===== src/rtl/mem_access_unit_if.sv =====
// rtl/mem_access_unit_if.sv - request/response and memory-bus signal bundle for mem_access_unit
//
// Purpose: groups the core-side request/response handshake and the external
// memory bus of mem_access_unit into one parameterised interface.
// Parameters: ADDR_W (address width), DATA_W (bus width, 32 or 64).
// Modports:
//   slave  - the memory access unit itself (takes i* signals, drives o* signals)
//   master - the environment (core + memory bus) driving the unit
// Signals:
//   iReqValid/oReqReady, iReqWrite, iReqSize, iReqSigned, iReqAddr, iReqWData : request
//   oRspValid, oRspData, oRspErr                                              : response
//   oMemAddr, oMemData, oMemByteEn, oMemRead, oMemWrite, iMemData, iRdy        : memory bus
interface mem_access_unit_if #(
    parameter int ADDR_W = 32,
    parameter int DATA_W = 32
);
    localparam int NL = DATA_W / 8;

    logic              iReqValid;
    logic              oReqReady;
    logic              iReqWrite;
    logic [1:0]        iReqSize;
    logic              iReqSigned;
    logic [ADDR_W-1:0] iReqAddr;
    logic [DATA_W-1:0] iReqWData;

    logic              oRspValid;
    logic [DATA_W-1:0] oRspData;
    logic [1:0]        oRspErr;

    logic [ADDR_W-1:0] oMemAddr;
    logic [DATA_W-1:0] oMemData;
    logic [NL-1:0]     oMemByteEn;
    logic              oMemRead;
    logic              oMemWrite;
    logic [DATA_W-1:0] iMemData;
    logic              iRdy;

    modport slave (
        input  iReqValid, iReqWrite, iReqSize, iReqSigned, iReqAddr, iReqWData,
        input  iMemData, iRdy,
        output oReqReady, oRspValid, oRspData, oRspErr,
        output oMemAddr, oMemData, oMemByteEn, oMemRead, oMemWrite
    );

    modport master (
        output iReqValid, iReqWrite, iReqSize, iReqSigned, iReqAddr, iReqWData,
        output iMemData, iRdy,
        input  oReqReady, oRspValid, oRspData, oRspErr,
        input  oMemAddr, oMemData, oMemByteEn, oMemRead, oMemWrite
    );
endinterface


===== src/rtl/mem_access_unit.sv =====
// rtl/mem_access_unit.sv - single-request load/store unit with alignment, byte enables, extension and bus timeout
//
// Purpose: accepts one load/store at a time from the core, checks alignment,
// drives an aligned memory-bus access with byte enables and lane-shifted
// store data, waits on iRdy (with optional timeout) and returns a one-cycle
// response carrying sign/zero-extended load data and an error code.
// Parameters: ADDR_W, DATA_W (32 or 64), TIMEOUT (0 disables the timeout).
// Ports:
//   iClk  - clock, rising edge
//   iRst  - synchronous active-high reset
//   bus   - mem_access_unit_if.slave: request, response and memory-bus signals
module mem_access_unit #(
    parameter int ADDR_W  = 32,
    parameter int DATA_W  = 32,
    parameter int TIMEOUT = 255
) (
    input  logic             iClk,
    input  logic             iRst,
    mem_access_unit_if.slave bus
);
    localparam int NL      = DATA_W / 8;
    localparam int OFF_W   = $clog2(NL);
    localparam int CNT_W   = (TIMEOUT > 1) ? $clog2(TIMEOUT) : 1;
    // The counter only ever needs to reach TIMEOUT-1: the cycle holding that
    // value is the last strobe cycle.
    localparam int TO_LAST = (TIMEOUT > 0) ? TIMEOUT - 1 : 0;

    typedef enum logic [1:0] {IDLE, ACCESS, RESP} state_t;

    state_t            state_q;
    logic              write_q;
    logic              signed_q;
    logic [1:0]        size_q;
    logic [OFF_W-1:0]  off_q;
    logic [ADDR_W-1:0] mem_addr_q;
    logic [DATA_W-1:0] mem_data_q;
    logic [NL-1:0]     byte_en_q;
    logic              mem_read_q;
    logic              mem_write_q;
    logic              rsp_valid_q;
    logic [1:0]        rsp_err_q;
    logic [DATA_W-1:0] rsp_data_q;
    logic [CNT_W-1:0]  wait_q;

    logic [OFF_W-1:0]  req_off;
    logic              req_bad;
    logic [NL-1:0]     byte_en_d;
    logic [DATA_W-1:0] lane_mask;
    logic [DATA_W-1:0] mem_data_d;
    logic [DATA_W-1:0] ld_shift;
    logic              ld_msb;
    logic [DATA_W-1:0] ld_data_d;

    always_comb begin
        req_off   = bus.iReqAddr[OFF_W-1:0];
        req_bad   = 1'b0;
        byte_en_d = '0;
        case (bus.iReqSize)
            2'd0: begin
                byte_en_d = NL'(1) << req_off;
            end
            2'd1: begin
                req_bad   = bus.iReqAddr[0];
                byte_en_d = NL'(3) << req_off;
            end
            2'd2: begin
                req_bad   = |bus.iReqAddr[1:0];
                byte_en_d = NL'(15) << req_off;
            end
            default: begin
                req_bad   = (DATA_W == 32) || (|bus.iReqAddr[2:0]);
                byte_en_d = {NL{1'b1}};
            end
        endcase

        // Zero every lane the access does not touch, so junk above the
        // right-justified store data never reaches the bus.
        lane_mask = '0;
        for (int i = 0; i < NL; i++) begin
            lane_mask[8*i +: 8] = {8{byte_en_d[i]}};
        end
        mem_data_d = (bus.iReqWData << {req_off, 3'b000}) & lane_mask;

        ld_shift = bus.iMemData >> {off_q, 3'b000};
        case (size_q)
            2'd0:    ld_msb = ld_shift[7];
            2'd1:    ld_msb = ld_shift[15];
            2'd2:    ld_msb = ld_shift[31];
            default: ld_msb = ld_shift[DATA_W-1];
        endcase
        ld_data_d = '0;
        for (int i = 0; i < DATA_W; i++) begin
            ld_data_d[i] = (i < (8 << size_q)) ? ld_shift[i] : (signed_q & ld_msb);
        end
    end

    always_ff @(posedge iClk) begin
        if (iRst) begin
            state_q     <= IDLE;
            write_q     <= 1'b0;
            signed_q    <= 1'b0;
            size_q      <= 2'd0;
            off_q       <= '0;
            mem_addr_q  <= '0;
            mem_data_q  <= '0;
            byte_en_q   <= '0;
            mem_read_q  <= 1'b0;
            mem_write_q <= 1'b0;
            rsp_valid_q <= 1'b0;
            rsp_err_q   <= 2'b00;
            rsp_data_q  <= '0;
            wait_q      <= '0;
        end else begin
            case (state_q)
                IDLE: begin
                    if (bus.iReqValid) begin
                        write_q  <= bus.iReqWrite;
                        signed_q <= bus.iReqSigned;
                        size_q   <= bus.iReqSize;
                        off_q    <= req_off;
                        wait_q   <= '0;
                        if (req_bad) begin
                            state_q     <= RESP;
                            rsp_valid_q <= 1'b1;
                            rsp_err_q   <= 2'b01;
                            rsp_data_q  <= '0;
                        end else begin
                            state_q     <= ACCESS;
                            mem_addr_q  <= {bus.iReqAddr[ADDR_W-1:OFF_W], {OFF_W{1'b0}}};
                            mem_data_q  <= mem_data_d;
                            byte_en_q   <= byte_en_d;
                            mem_read_q  <= ~bus.iReqWrite;
                            mem_write_q <= bus.iReqWrite;
                        end
                    end
                end
                ACCESS: begin
                    // iRdy is tested first so it wins a tie with the timeout.
                    if (bus.iRdy || ((TIMEOUT != 0) && (wait_q == CNT_W'(TO_LAST)))) begin
                        state_q     <= RESP;
                        mem_read_q  <= 1'b0;
                        mem_write_q <= 1'b0;
                        mem_addr_q  <= '0;
                        mem_data_q  <= '0;
                        byte_en_q   <= '0;
                        rsp_valid_q <= 1'b1;
                        rsp_err_q   <= bus.iRdy ? 2'b00 : 2'b10;
                        rsp_data_q  <= (bus.iRdy && !write_q) ? ld_data_d : '0;
                    end else begin
                        wait_q <= wait_q + CNT_W'(1);
                    end
                end
                RESP: begin
                    state_q     <= IDLE;
                    rsp_valid_q <= 1'b0;
                    rsp_err_q   <= 2'b00;
                    rsp_data_q  <= '0;
                end
                default: state_q <= IDLE;
            endcase
        end
    end

    assign bus.oReqReady  = (state_q == IDLE);
    assign bus.oRspValid  = rsp_valid_q;
    assign bus.oRspData   = rsp_data_q;
    assign bus.oRspErr    = rsp_err_q;
    assign bus.oMemAddr   = mem_addr_q;
    assign bus.oMemData   = mem_data_q;
    assign bus.oMemByteEn = byte_en_q;
    assign bus.oMemRead   = mem_read_q;
    assign bus.oMemWrite  = mem_write_q;
endmodule


===== src/flat_wrapper.sv =====
// flat-port wrapper written by rule: the top's interface ports become plain ports
module mem_access_unit_flat 
#(
    parameter int ADDR_W  = 32,
    parameter int DATA_W  = 32,
    parameter int TIMEOUT = 255
)
  (iClk, iRst, bus_iReqValid, bus_iReqWrite, bus_iReqSize, bus_iReqSigned, bus_iReqAddr, bus_iReqWData, bus_iMemData, bus_iRdy, bus_oReqReady, bus_oRspValid, bus_oRspData, bus_oRspErr, bus_oMemAddr, bus_oMemData, bus_oMemByteEn, bus_oMemRead, bus_oMemWrite);
  mem_access_unit_if #(.ADDR_W(ADDR_W), .DATA_W(DATA_W)) bus_i ();
  input  logic iClk;
  input  logic iRst;
  input wire logic [$bits(bus_i.iReqValid)-1:0] bus_iReqValid;
  input wire logic [$bits(bus_i.iReqWrite)-1:0] bus_iReqWrite;
  input wire logic [$bits(bus_i.iReqSize)-1:0] bus_iReqSize;
  input wire logic [$bits(bus_i.iReqSigned)-1:0] bus_iReqSigned;
  input wire logic [$bits(bus_i.iReqAddr)-1:0] bus_iReqAddr;
  input wire logic [$bits(bus_i.iReqWData)-1:0] bus_iReqWData;
  input wire logic [$bits(bus_i.iMemData)-1:0] bus_iMemData;
  input wire logic [$bits(bus_i.iRdy)-1:0] bus_iRdy;
  output wire logic [$bits(bus_i.oReqReady)-1:0] bus_oReqReady;
  output wire logic [$bits(bus_i.oRspValid)-1:0] bus_oRspValid;
  output wire logic [$bits(bus_i.oRspData)-1:0] bus_oRspData;
  output wire logic [$bits(bus_i.oRspErr)-1:0] bus_oRspErr;
  output wire logic [$bits(bus_i.oMemAddr)-1:0] bus_oMemAddr;
  output wire logic [$bits(bus_i.oMemData)-1:0] bus_oMemData;
  output wire logic [$bits(bus_i.oMemByteEn)-1:0] bus_oMemByteEn;
  output wire logic [$bits(bus_i.oMemRead)-1:0] bus_oMemRead;
  output wire logic [$bits(bus_i.oMemWrite)-1:0] bus_oMemWrite;
  assign bus_i.iReqValid = bus_iReqValid;
  assign bus_i.iReqWrite = bus_iReqWrite;
  assign bus_i.iReqSize = bus_iReqSize;
  assign bus_i.iReqSigned = bus_iReqSigned;
  assign bus_i.iReqAddr = bus_iReqAddr;
  assign bus_i.iReqWData = bus_iReqWData;
  assign bus_i.iMemData = bus_iMemData;
  assign bus_i.iRdy = bus_iRdy;
  assign bus_oReqReady = bus_i.oReqReady;
  assign bus_oRspValid = bus_i.oRspValid;
  assign bus_oRspData = bus_i.oRspData;
  assign bus_oRspErr = bus_i.oRspErr;
  assign bus_oMemAddr = bus_i.oMemAddr;
  assign bus_oMemData = bus_i.oMemData;
  assign bus_oMemByteEn = bus_i.oMemByteEn;
  assign bus_oMemRead = bus_i.oMemRead;
  assign bus_oMemWrite = bus_i.oMemWrite;
  mem_access_unit #(.ADDR_W(ADDR_W), .DATA_W(DATA_W), .TIMEOUT(TIMEOUT)) u_core (.iClk(iClk), .iRst(iRst), .bus(bus_i));
endmodule

===== config.mk =====
export PLATFORM = sky130hd
export DESIGN_NAME = mem_access_unit_flat
export DESIGN_NICKNAME = d
export VERILOG_FILES = /design/src/rtl/mem_access_unit_if.sv /design/src/rtl/mem_access_unit.sv /design/src/flat_wrapper.sv
export SDC_FILE = /design/constraint.sdc
export NUM_CORES = 1
export LEC_CHECK = 0
export CORE_UTILIZATION = 61
export DETAILED_ROUTE_END_ITERATION = 10
export DONT_BUFFER_PORTS = 1
export PLACE_DENSITY = 0.88
export SLEW_MARGIN = 25
export SYNTH_ARGS = -nofsm -noshare
export SYNTH_HDL_FRONTEND = slang
export SYNTH_SLANG_ARGS = --single-unit

===== constraint.sdc =====
create_clock -name iClk -period 4.1 [get_ports iClk]
set_input_delay 1.23 -clock iClk [delete_from_list [all_inputs] [get_ports iClk]]
set_output_delay 1.23 -clock iClk [all_outputs]
set_load 0.05 [all_outputs]

==> results of run 1 <==
cells by family (layout without fill, tap and decap cells):
logic type / after synthesis / in the layout / synth area share, %
flip-flops: 119 / 119 / 41.4
AND/OR/NAND/NOR: 263 / 263 / 22.6
other: 1 / 2 / 0.0652
AO/OA/AOI/OAI: 174 / 174 / 20.2
adder cells (fa/ha/maj): 8 / 8 / 1.74
multiplexers: 44 / 44 / 8.02
buffers and inverters: 64 / 47 / 5.07
XOR/XNOR: 6 / 6 / 0.913
worst max-delay path by stage:
stage	slack [ns]	to	depth (start not counted)	start
after detailed placement	0.70	u_core.bus.oRspData[18]	7	bus_iReqSize[0]
after global placement	0.83	u_core.bus.oRspData[18]	7	bus_iReqSize[0]
after floorplan	1.19	u_core.bus.oRspData[18]	8	bus_iReqSize[0]
final	1.19	u_core.bus.oRspData[22]	7	bus_iReqSize[0]
after global routing	1.02	u_core.bus.oRspData[27]	7	u_core.state_q[1]
after CTS	1.23	u_core.bus.oRspData[18]	7	u_core.state_q[1]
cell usage after synthesis, types with 9 or more instances:
cell	count	area share, %
nand2_1	108	7.0
nand3_1	18	1.6
mux2i_1	36	6.3
o21ai_0	17	1.5
nand3b_1	32	4.2
a21oi_1	79	6.9
nor2b_1	14	1.5
a211oi_1	21	2.7
clkbuf_1	29	1.9
or3_1	10	1.1
dfxtp_1	119	41
nor2_1	55	3.6
a211o_1	9	1.4
buf_2	17	1.5
registers in the layout (all words and copies together) (netlist names):
| register | count |
|---|---|
| u_core.bus.oMemData | 32 |
| u_core.bus.oRspData | 32 |
| u_core.bus.oMemAddr | 30 |
| u_core.wait_q | 8 |
| u_core.bus.oMemByteEn | 4 |
| u_core.bus.oRspErr | 2 |
| u_core.off_q | 2 |
| u_core.size_q | 2 |
| u_core.state_q | 2 |
| u_core.bus.oMemRead | 1 |
| u_core.bus.oMemWrite | 1 |
| u_core.bus.oRspValid | 1 |
| u_core.signed_q | 1 |
| u_core.write_q | 1 |
tightest hold or removal path: stages, from the launching register on:
cell,delay (ns)
dfxtp_1,0.32
nand2_1,0.05
a21oi_1,0.05
through the flow:
stage          worst slack [ns]  std cells  total power, mW  hold slack, ns
6_report                   1.19        774             4.00           0.467
3_5_place_dp              0.698        742             2.49           0.454
2_1_floorplan              1.19        680             2.38           0.440
4_1_cts                    1.23        774             4.00           0.463
3_3_place_gp              0.834        742             2.46           0.450
5_1_grt                    1.02        774             4.15           0.490
layer usage:
layer	global-route usage [%]	vias to the layer above
li1	-	2353
met1	35.9	2341
met2	48.8	279
met3	10.0	51
met4	16.5	0
met5	0	-
power breakdown:
group | internal (mW) | switching (mW)
Combinational | 0.245 | 0.443
Clock | 0.949 | 0.566
Sequential | 1.29 | 0.511
layout make-up:
cell class,count,area (sq um),area share [%]
Sequential cell,119,2380,37.7
Inverter,8,30.0,0.476
Tap cell,111,139,2.20
Clock buffer,19,432,6.84
Multi-Input combinational cell,497,3090,49.0
Clock inverter,13,171,2.72
Timing Repair Buffer,7,65.1,1.03
placed cells by master, fill, tap and decap left out, types with 2 or more instances in the layout:
cell type	Yosys	layout
buf_4	4	6
nor2_1	55	55
a21oi_1	79	79
bufinv_16	0	3
ha_1	8	8
o2111ai_1	7	7
a2111oi_0	2	2
conb_1	1	2
clkinvlp_4	0	2
nor3b_1	8	8
nand2b_1	7	7
a211oi_1	21	21
nand2_1	108	108
a32oi_1	8	8
clkbuf_8	0	2
a2111oi_2	2	2
a211o_1	9	9
inv_6	0	2
mux2i_1	36	36
clkbuf_16	0	16
nand3_1	18	18
or3_1	10	10
inv_1	7	7
xnor2_1	6	6
mux2_2	7	7
nor3_1	2	2
o21ai_0	17	17
a22oi_1	8	8
a31o_1	8	8
nand3b_1	32	32
dfxtp_1	119	119
clkinv_4	0	5
nor2b_1	14	14
o211ai_1	2	2
==> out/qor.csv, run 1 <==
metric,value,unit
status,"finished, final reports clean",
CP Class,input pin to flip-flop,
Post-synth EDFFs,0,
max_slew headroom,28.8,%
max incr delay on CP,0.60,ns
first-pass GRT wire length,23.8,mm
Worst-path clk slew,0.06,ns
"Seq/Total Area, Yosys",41.4,%
Final period util,71.0,%
Final Max Tran Viols,0,
proportion of layout cells with a drive suffix above 1,8.75,%
average wire per standard cell,19.4,um
Syn Std Cell Area,0.00576,sq mm
r2r setup slk,1.21,ns
min-delay src,u_core.write_q,
fin area,0.00631,sq mm
Syn-to-layout area delta,9.70,%
# rows,35,
CTS Sinks,119,
Peak Freq,343,MHz
P_leak,2.19,nW
CTS Hold Bufs,0,
RSZ-0062 raised after global routing,false,
Unique masters post-synth,54,
MaxCap Viol Count,0,
Clock Skews,0.0108,ns
CTS tree,yes,
pin count of the biggest net entering global routing,116,
total wire length,15.0,mm
# IOs,210,
Final #Nets,762,
total gr overflow,0,
uppermost layer routed,met4,
average cell area after synthesis,8.48,sq um
total negative setup slack,0,ns
CTS buffer count,17,
Vias,5024,
required time worst endpoint,4.45,ns
crit end category,flip-flop,
worst-case reg-to-reg path depth,7,
Iter 0 DRT Violations,337,
core area,0.00920,sq mm
# fillers,746,
crit path DAT,3.27,ns
Starting Density,62.6,%
CTS resizes,0,
Power Dens Cells,634,mW/mm^2
Final Hold Fails,0,
R2R Path Start,u_core.state_q[1],
most common flop cell mapped by yosys,dfxtp_1,
die extent in x,99.1,um
worst path cell trace,inv_1 -> ha_1 -> a21oi_1 -> o211a_2 -> or4_4 -> nor2_2 -> a211oi_1,
# Post-CTS Setup Buffers,0,
DRT Pass-1 Iters,5,
hold path depth,2,
Slew @ Worst Pin,1.07,ns
Max H-tree Level,4,
die height,99.1,um
Worst Hold Class,flip-flop to flip-flop,
Gate Count Post-Synth,679,
IO buf count,0,
crit path launch type,input pin,
Metal-1 WL,5.81,mm
# DRC,0,
fin util,68.7,%
Final setup viols,0,
drt via density,6.49,
Final min period,2.91,ns
CP max FO,16,
WP buf/inv,1,
DP Wirelength,9.88,mm
All-Layer GR Usage,30.3,%
die footprint,0.00983,sq mm
met2 WL post-DR,7.19,mm
slowest CP cell,or4_4,
CTS root buf,clkbuf_8,
synthesized flop and latch total,119,
CTS Buffer Depth,2,
RR Endpoint,u_core.bus.oRspData[22],
ANT cells,0,
YS warnings,0,
worst-skew pair later-pin latency,0.51,ns
initial antenna violation count,0,
family with the most delay on the worst path,simple AND/OR/NAND/NOR gates,
peak supply drop,310,uV
post-route ant nets,0,
Hold EP,u_core.write_q,
area post-placement,0.00571,sq mm
asr flop ratio synth,0,%
gpl congestion,0.851,
vias in the first global route,4834,
routed wl met3,1.45,mm
(Power assumes the default switching activity.)
==> inputs of run 2 (changes only) <==
==> constraint.sdc (replaced) <==
create_clock -name iClk -period 3 [get_ports iClk]
set_input_delay 0.9 -clock iClk [delete_from_list [all_inputs] [get_ports iClk]]
set_output_delay 0.9 -clock iClk [all_outputs]
set_load 0.05 [all_outputs]
==> run 2 against run 1 <==
Against the previous run: count of clock-buffer cells in the layout decreased by 1; combinational power increased by 42%; sequential share of layout area decreased by 0.25 points; non-clock buffer count increased by 7; total power increased by 37%; routed wire length increased by 1.6%; cell count increased by 0.90%; worst hold slack got worse by 0.0026 ns; core utilization increased by 0.45 points; clock power increased by 34%; global-route usage increased by 0.19 points; largest cell class unchanged; largest power group unchanged.
==> out/qor.csv, run 2 (synthesis gave the netlist of run 1 again) <==
metric,value,unit
status,"finished, final reports clean",
proportion of layout cells with a drive suffix above 1,9.70,%
Peak Freq,415,MHz
crit end category,flip-flop,
vias in the first global route,4919,
P_int,3.39,mW
hold_ws,0.465,ns
DRT Pass-1 Iters,5,
Vias,5137,
CTS resizes,0,
min-delay src,iRst,
# IOs,210,
Power Dens Cells,861,mW/mm^2
CTS buffer count,17,
clock power share,37.1,%
Syn-to-layout area delta,10.4,%
Gate power share,17.9,%
worst-skew pair later-pin latency,0.52,ns
dpl ws,0.228,ns
pin count of the biggest net entering global routing,116,
All-Layer GR Usage,30.5,%
RR Endpoint,u_core.bus.oRspData[22],
die extent in x,99.1,um
area of the multi-input gates,0.00309,sq mm
CTS Hold Bufs,0,
drt via density,6.58,
MaxCap Viol Count,0,
crit path launch type,flip-flop,
Seq pwr share,45.0,%
Starting Density,62.6,%
die footprint,0.00983,sq mm
Slew @ Worst Pin,0.999,ns
Final Max Tran Viols,0,
first-pass GRT wire length,23.9,mm
"commonest non-fill, non-tap cell in the layout",dfxtp_1,
Final WS setup,0.591,ns
total gr overflow,0,
Hold EP,u_core.bus.oRspData[31],
max_slew headroom,33.2,%
Final Hold Fails,0,
total wire length,15.3,mm
# rows,35,
# fillers,687,
"commonest non-fill, non-tap cells in the layout","dfxtp_1, nand2_1, a21oi_1",
die height,99.1,um
post-route ant nets,0,
P_leak,2.21,nW
gpl congestion,0.851,
Final setup viols,0,
Max H-tree Level,4,
P_sw,2.08,mW
Clock Skews,0.00923,ns
CP max FO,16,
Worst Hold Class,input pin to flip-flop,
CTS Buffer Depth,2,
average wire per standard cell,19.5,um
CTS tree,yes,
hold path depth,1,
RSZ-0062 raised after global routing,false,
CP Class,flip-flop to flip-flop,
CTS root buf,clkbuf_8,
crit path DAT,2.82,ns
# Post-CTS Setup Buffers,0,
CTS Sinks,119,
filler-free cell count of the finished design,781,
R2R Path Start,u_core.state_q[0],
worst-case reg-to-reg path depth,7,
# DRC,0,
DP Wirelength,10.3,mm
Iter 0 DRT Violations,313,
Net Sw Frac,38.0,%
initial antenna violation count,0,
FF/Latch Area,0.00238,sq mm
required time worst endpoint,3.41,ns
total negative setup slack,0,ns
r2r setup slk,0.59,ns
peak supply drop,490,uV
Final period util,80.3,%
Worst-path clk slew,0.06,ns
core area,0.00920,sq mm
Final min period,2.41,ns
Placed Instances,749,
Final #Nets,769,
ANT cells,0,
IO buf count,0,
[run 2: worst max-delay path: stages (launching register included)]
cell	delay [ns]
dfxtp_1	0.32
inv_1	0.12
ha_1	0.18
nor2b_1	0.79
or4_4	0.39
nor2_2	0.04
buf_4	0.20
a211oi_1	0.26
[run 2: per-stage QoR]
stage,area (sq um),total power [mW],utilization [%]
floorplan,5760,3.25,-
global placement,5760,3.40,62.7
detailed placement,5760,3.45,62.7
CTS,6350,5.46,69.1
global route,6350,5.66,69.1
finish,6350,5.47,69.1
[run 2: worst max-delay path by stage]
stage / start / end / slack (ns) / depth (start not counted)
finish: u_core.state_q[0] / u_core.bus.oRspData[22] / 0.59 / 7
global route: u_core.state_q[0] / u_core.bus.oRspData[22] / 0.46 / 7
CTS: u_core.state_q[0] / u_core.bus.oRspData[22] / 0.60 / 7
detailed placement: bus_iReqSize[0] / u_core.bus.oMemData[5] / 0.23 / 8
global placement: bus_iReqSize[0] / u_core.bus.oMemData[15] / 0.33 / 8
floorplan: bus_iReqSize[0] / u_core.bus.oRspData[18] / 0.42 / 8
[run 2: power by group through the flow]
stage	clock, mW	sequential [mW]	combinational (mW)
6_report	2.03	2.46	0.981
5_1_grt	2.11	2.48	1.07
4_1_cts	2.03	2.46	0.972
3_5_place_dp	0	2.49	0.959
3_3_place_gp	0	2.48	0.914
2_1_floorplan	0	2.44	0.810
[run 2: area by class of cell]
class	instances	share of cell area (%)
inverters	8	0.473
well taps	111	2.19
multi-input cells	497	48.7
clock buffers	18	6.58
flip-flops and latches	119	37.5
repair buffers	14	1.85
clock inverters	14	2.74
[run 2: layer usage]
metal | global-route usage (%) | vias to the layer above | share of wire [%]
li1 | - | 2361 | -
met1 | 34.6 | 2446 | 38
met2 | 50.8 | 271 | 49
met5 | 0 | - | 0
met4 | 16.3 | 0 | 3.5
met3 | 10.5 | 59 | 9.3
